===== src/rtl/fetch_sequencer.sv =====
// Purpose : decodes the fetched instruction stream and drives fetch redirect and hold controls.
// Latency : every output is registered, so the response to ins in cycle n appears in cycle n+1.
// Backpr. : no handshake; fetch is held with stall/stall_pm for MUL and HLT.
//
// Ports:
//   clk, reset              rising-edge clock, synchronous active-high reset
//   ins, ins_addr           instruction from fetch and its address
//   zero_flag               ALU zero flag, aligned with ins
//   jmp_loc, pc_mux_sel     redirect target and select toward fetch
//   stall, stall_pm         hold fetch address / fetched instruction
//   ins_out, ins_valid      instruction to decode (zero when not valid)
//   halted                  HLT has retired; cleared only by reset
//   ras_err                 sticky return-address-stack overflow/underflow
module fetch_sequencer #(
  parameter int RAS_DEPTH  = 4,
  parameter int MUL_CYCLES = 3
) (
  input  logic        clk,
  input  logic        reset,
  input  logic [31:0] ins,
  input  logic [15:0] ins_addr,
  input  logic        zero_flag,
  output logic [15:0] jmp_loc,
  output logic        pc_mux_sel,
  output logic        stall,
  output logic        stall_pm,
  output logic [31:0] ins_out,
  output logic        ins_valid,
  output logic        halted,
  output logic        ras_err
);

  localparam int PTR_W = $clog2(RAS_DEPTH);
  localparam int CNT_W = $clog2(MUL_CYCLES);
  localparam logic [PTR_W:0]   SP_FULL  = (PTR_W+1)'(RAS_DEPTH);
  localparam logic [CNT_W-1:0] CNT_INIT = CNT_W'(MUL_CYCLES - 1);

  localparam logic [4:0] OP_JMP  = 5'b10000;
  localparam logic [4:0] OP_BZ   = 5'b10001;
  localparam logic [4:0] OP_BNZ  = 5'b10010;
  localparam logic [4:0] OP_CALL = 5'b10011;
  localparam logic [4:0] OP_RET  = 5'b10100;
  localparam logic [4:0] OP_MUL  = 5'b10101;
  localparam logic [4:0] OP_HLT  = 5'b11111;

  typedef enum logic [1:0] {
    S_RUN     = 2'd0,
    S_FLUSH   = 2'd1,
    S_MULWAIT = 2'd2,
    S_HALT    = 2'd3
  } state_t;

  state_t           state_q, state_d;
  logic [CNT_W-1:0] cnt_q, cnt_d;
  // wr_ptr points at the next free slot; sp counts live entries (0..RAS_DEPTH)
  logic [PTR_W-1:0] wr_ptr_q, wr_ptr_d;
  logic [PTR_W:0]   sp_q, sp_d;
  logic [15:0]      ras_q [RAS_DEPTH];
  logic [15:0]      ras_d [RAS_DEPTH];
  logic             ras_err_q, ras_err_d;

  logic [15:0] jmp_loc_q, jmp_loc_d;
  logic        pc_mux_sel_q, pc_mux_sel_d;
  logic        stall_q, stall_d;
  logic        stall_pm_q, stall_pm_d;
  logic [31:0] ins_out_q, ins_out_d;
  logic        ins_valid_q, ins_valid_d;
  logic        halted_q, halted_d;

  logic [4:0]       opcode;
  logic [15:0]      target;
  logic [PTR_W-1:0] rd_ptr;

  assign opcode = ins[31:27];
  assign target = ins[15:0];
  assign rd_ptr = wr_ptr_q - PTR_W'(1);

  always_comb begin
    state_d      = state_q;
    cnt_d        = cnt_q;
    wr_ptr_d     = wr_ptr_q;
    sp_d         = sp_q;
    ras_d        = ras_q;
    ras_err_d    = ras_err_q;
    jmp_loc_d    = 16'h0000;
    pc_mux_sel_d = 1'b0;
    stall_d      = 1'b0;
    stall_pm_d   = 1'b0;
    ins_out_d    = 32'h0;
    ins_valid_d  = 1'b0;
    halted_d     = 1'b0;

    case (state_q)
      S_RUN: begin
        // control-flow instructions are still forwarded to decode
        ins_out_d   = ins;
        ins_valid_d = 1'b1;
        case (opcode)
          OP_JMP: begin
            jmp_loc_d    = target;
            pc_mux_sel_d = 1'b1;
            state_d      = S_FLUSH;
          end
          OP_BZ, OP_BNZ: begin
            if (zero_flag == (opcode == OP_BZ)) begin
              jmp_loc_d    = target;
              pc_mux_sel_d = 1'b1;
              state_d      = S_FLUSH;
            end
          end
          OP_CALL: begin
            // full stack wraps: the oldest entry is overwritten
            ras_d[wr_ptr_q] = ins_addr + 16'd1;
            wr_ptr_d        = wr_ptr_q + PTR_W'(1);
            if (sp_q == SP_FULL) ras_err_d = 1'b1;
            else                 sp_d      = sp_q + (PTR_W+1)'(1);
            jmp_loc_d    = target;
            pc_mux_sel_d = 1'b1;
            state_d      = S_FLUSH;
          end
          OP_RET: begin
            // empty stack still redirects, to address 0
            if (sp_q == '0) begin
              ras_err_d = 1'b1;
            end else begin
              jmp_loc_d = ras_q[rd_ptr];
              wr_ptr_d  = rd_ptr;
              sp_d      = sp_q - (PTR_W+1)'(1);
            end
            pc_mux_sel_d = 1'b1;
            state_d      = S_FLUSH;
          end
          OP_MUL: begin
            cnt_d   = CNT_INIT;
            state_d = S_MULWAIT;
          end
          OP_HLT: state_d = S_HALT;
          default: ;
        endcase
      end
      S_FLUSH: state_d = S_RUN;  // wrong-path instruction dropped
      S_MULWAIT: begin
        stall_d    = 1'b1;
        stall_pm_d = 1'b1;
        cnt_d      = cnt_q - CNT_W'(1);
        if (cnt_q == CNT_W'(1)) state_d = S_RUN;
      end
      S_HALT: begin
        stall_d    = 1'b1;
        stall_pm_d = 1'b1;
        halted_d   = 1'b1;
      end
      default: state_d = S_RUN;
    endcase
  end

  always_ff @(posedge clk) begin
    if (reset) begin
      state_q      <= S_RUN;
      cnt_q        <= '0;
      wr_ptr_q     <= '0;
      sp_q         <= '0;
      for (int i = 0; i < RAS_DEPTH; i++) ras_q[i] <= 16'h0000;
      ras_err_q    <= 1'b0;
      jmp_loc_q    <= 16'h0000;
      pc_mux_sel_q <= 1'b0;
      stall_q      <= 1'b0;
      stall_pm_q   <= 1'b0;
      ins_out_q    <= 32'h0;
      ins_valid_q  <= 1'b0;
      halted_q     <= 1'b0;
    end else begin
      state_q      <= state_d;
      cnt_q        <= cnt_d;
      wr_ptr_q     <= wr_ptr_d;
      sp_q         <= sp_d;
      ras_q        <= ras_d;
      ras_err_q    <= ras_err_d;
      jmp_loc_q    <= jmp_loc_d;
      pc_mux_sel_q <= pc_mux_sel_d;
      stall_q      <= stall_d;
      stall_pm_q   <= stall_pm_d;
      ins_out_q    <= ins_out_d;
      ins_valid_q  <= ins_valid_d;
      halted_q     <= halted_d;
    end
  end

  assign jmp_loc    = jmp_loc_q;
  assign pc_mux_sel = pc_mux_sel_q;
  assign stall      = stall_q;
  assign stall_pm   = stall_pm_q;
  assign ins_out    = ins_out_q;
  assign ins_valid  = ins_valid_q;
  assign halted     = halted_q;
  assign ras_err    = ras_err_q;

endmodule


===== config.mk =====
export PLATFORM = sky130hd
export DESIGN_NAME = fetch_sequencer
export DESIGN_NICKNAME = d
export VERILOG_FILES = /design/src/rtl/fetch_sequencer.sv
export SDC_FILE = /design/constraint.sdc
export NUM_CORES = 1
export LEC_CHECK = 0
export CAP_MARGIN = 10
export CORE_MARGIN = 5
export CORE_UTILIZATION = 45
export DETAILED_ROUTE_END_ITERATION = 12
export HOLD_SLACK_MARGIN = 0.1
export PLACE_DENSITY = 0.75
export SLEW_MARGIN = 20
export SYNTH_ARGS = -nofsm -noshare
export SYNTH_HDL_FRONTEND = slang
export SYNTH_SLANG_ARGS = --single-unit

===== constraint.sdc =====
create_clock -name clk -period 2.4 [get_ports clk]
set_input_delay 0.48 -clock clk [delete_from_list [all_inputs] [get_ports clk]]
set_output_delay 0.48 -clock clk [all_outputs]
set_load 0.01 [all_outputs]

==> flow_summary.json <==
{
  "fmaxAchievable_mhz": 478,
  "synth-async-reset-ratio": 0,
  "pre_cts_slack_ps": -105,
  "synthTopCellsByCount": "126 x sky130_fd_sc_hd__dfxtp_1, 90 x sky130_fd_sc_hd__nor2_1, 50 x sky130_fd_sc_hd__a211oi_1",
  "row_count": 39,
  "layout_setup_ws_ps": 308,
  "rsz0062_at_grt": "no",
  "syn_avg_cell_area_um2": 10.1,
  "grt_first_pass_wirelength_um": 22100,
  "setup.worst_path.start": "ins[30]",
  "global_routing_usage_summed_across_all_routing_layers": 0.191,
  "p_leak_nw": 2.57,
  "die_width_um": 118,
  "clock_skew_ps": 6.39,
  "drc": 0,
  "placeableCoreArea_mm2": 0.0115,
  "ctsHtreeMaxLevel": 4,
  "cts_tree": "yes",
  "cts.path.max_buffers": 2,
  "synth_top_cell_area_share": 0.476,
  "post_layout_nonfiller_instances": 806,
  "clk_root_buffer_cell": "sky130_fd_sc_hd__clkbuf_16",
  "yosysMostFrequentCell": "sky130_fd_sc_hd__dfxtp_1",
  "number_of_setup_violations_in_the_final_report": 0,
  "drive_above_1_share": 0.167,
  "vias_per_cell": 5.46,
  "io-pin-count": 105,
  "clkTransAtPathRegs_ps": 60,
  "io_buffers": 104,
  "ctsHoldBuffers": 0,
  "nets_final": 711,
  "setup.worst_path.end_class": "flop",
  "p_per_area_mw_per_mm2": 763,
  "max_slew_margin": 0.572,
  "post_drt_wl_per_cell_um": 16.3,
  "min-delay-start": "reset",
  "ys_seq_area_frac": 0.476,
  "crit_fanout": 4,
  "synth-main-ff-cell": "sky130_fd_sc_hd__dfxtp_1",
  "gp_routability_congestion": 0.816,
  "fin_crit_sh": 0.872,
  "timing.rr.start": "wr_ptr_q[1]",
  "mappedNetlistNets": 587,
  "report.final.hold_viol_count": 0,
  "grt.overflow.total": 0,
  "cts.repair_timing.setup_buffer_count": 0,
  "firstDrtPassIters": 4,
  "arrival_ps": 2430,
  "synth_area_leaders": "sky130_fd_sc_hd__dfxtp_1 48%, sky130_fd_sc_hd__a211oi_1 7.1%, sky130_fd_sc_hd__mux4_2 6.8%",
  "pin_count_of_the_biggest_net_entering_global_routing": 46,
  "ys_ff_latch": 126,
  "die_h_um": 118,
  "yosys_top_cell_by_area": "sky130_fd_sc_hd__dfxtp_1",
  "synth_cell_types": 62,
  "cp_data_required_time_ps": 2740,
  "num_vias": 4403,
  "max_cap_violations": 0,
  "synth_enable_flop_cells": 0,
  "die-area_mm2": 0.0140,
  "yosysWarnings": 0,
  "min_path_type": "in -> reg",
  "timing_worst_setup_path_type": "in -> reg",
  "cts.sink_count": 126,
  "clk_latency_ps": 410,
  "dpl.cell_count": 774,
  "drt_iter0_drc": 331,
  "areaGrowthSynthToFinish_pct": 37.9,
  "post-dp-hpwl_um": 9340,
  "starting_density": 0.462,
  "critPathLaunchType": "input pin",
  "synthesis.instances": 526,
  "reg2reg_slack_ps": 480,
  "antenna-diode-count": 0,
  "antenna_violating_nets_post_route": 0,
  "ir_drop_mv": 0.680,
  "slew_violations": 0,
  "worst_slew_pin_slew_ps": 642,
  "post_cts_resized": 0,
  "vias_in_the_first_global_route": 4412,
  "cts_buffers": 17,
  "postRouteWirelength_um": 13100,
  "initial_antenna_violation_count": 0,
  "run_status": "completed",
  "synth_area_mm2": 0.00529,
  "final_period_minus_worst_setup_slack_ps": 2090
}
==> metrics by stage <==
stage	area, um2	TNS [ps]	power [W]	util	hold WS [ps]
4_1_cts	7300	0	0.00562	0.636	329
6_report	7300	0	0.00557	0.637	343
5_1_grt	7300	0	0.00578	0.637	338
3_5_place_dp	6670	-1480	0.00293	0.581	440
2_1_floorplan	5300	0	0.00257	-	433
3_3_place_gp	6670	-38.5	0.00291	0.581	444
==> worst max-delay path, stage by stage <==
cell                              delay [ps]
sky130_fd_sc_hd__clkdlybuf4s50_1         450
sky130_fd_sc_hd__nand4bb_4               240
sky130_fd_sc_hd__nor2_1                  160
sky130_fd_sc_hd__inv_1                    90
sky130_fd_sc_hd__fa_1                    430
sky130_fd_sc_hd__nor4b_1                 310
sky130_fd_sc_hd__o211ai_1                120
sky130_fd_sc_hd__a21oi_1                 150
==> worst paths after layout <==
check | end | depth (start not counted)
setup / recovery | sp_q[2] | 8
hold / removal | stall_pm | 2
setup reg to reg | jmp_loc[7] | 6
hold reg to reg | ras_err | 2
==> cells by family (layout without fill, tap and decap cells) <==
logic type / after synthesis / after routing / synth area share
adders and majority gates: 10 / 10 / 0.0251
xor gates and xnor gates: 13 / 13 / 0.0215
buffers and inverters: 55 / 192 / 0.0511
muxes: 21 / 21 / 0.0780
AOI/OAI and AO/OA: 98 / 98 / 0.144
and+or+nand+nor: 203 / 203 / 0.204
DFF: 126 / 126 / 0.476
==> registers in the layout, indices dropped and copies added, names as in the netlist <==
name        count
ins_out        32
state_q         2
stall_pm        1
ras_q          64
wr_ptr_q        2
sp_q            3
cnt_q           2
jmp_loc        16
ins_valid       1
pc_mux_sel      1
ras_err         1
halted          1
==> report_power, final <==
| group | switching, W | total [W] | internal (W) | leakage [nW] |
|---|---|---|---|---|
| Combinational | 0.000311 | 0.000665 | 0.000354 | 1.24 |
| Sequential | 0.0000281 | 0.00221 | 0.00219 | 1.02 |
| Clock | 0.000927 | 0.00269 | 0.00176 | 0.306 |
==> layout by cell type (no fill, tap or decap), types with 16 or more instances in the layout <==
cell / instances
sky130_fd_sc_hd__a211oi_1: 50
sky130_fd_sc_hd__a22oi_1: 16
sky130_fd_sc_hd__and2_1: 33
sky130_fd_sc_hd__buf_4: 40
sky130_fd_sc_hd__clkbuf_16: 17
sky130_fd_sc_hd__clkdlybuf4s50_1: 103
sky130_fd_sc_hd__dfxtp_1: 126
sky130_fd_sc_hd__mux4_2: 16
sky130_fd_sc_hd__nand2_1: 16
sky130_fd_sc_hd__nor2_1: 90
==> per-layer routing <==
metal | routed length, um | vias up | part of all wire | GRT usage
met5 | 0 | - | 0 | 0
met4 | 240 | 0 | 0.018 | 0.0687
met3 | 584 | 19 | 0.044 | 0.0463
met2 | 6350 | 131 | 0.48 | 0.309
met1 | 5970 | 2119 | 0.45 | 0.249
li1 | - | 2134 | - | -
==> cell type report <==
class,instances,area [um2]
Multi-Input combinational cell,345,2510
Timing Repair Buffer,148,1420
Clock inverter,14,190
Clock buffer,18,439
Inverter,12,45.0
Sequential cell,126,2520
Tap cell,143,179
Fill cell,892,4170
Power figures use the tool's default switching activity.
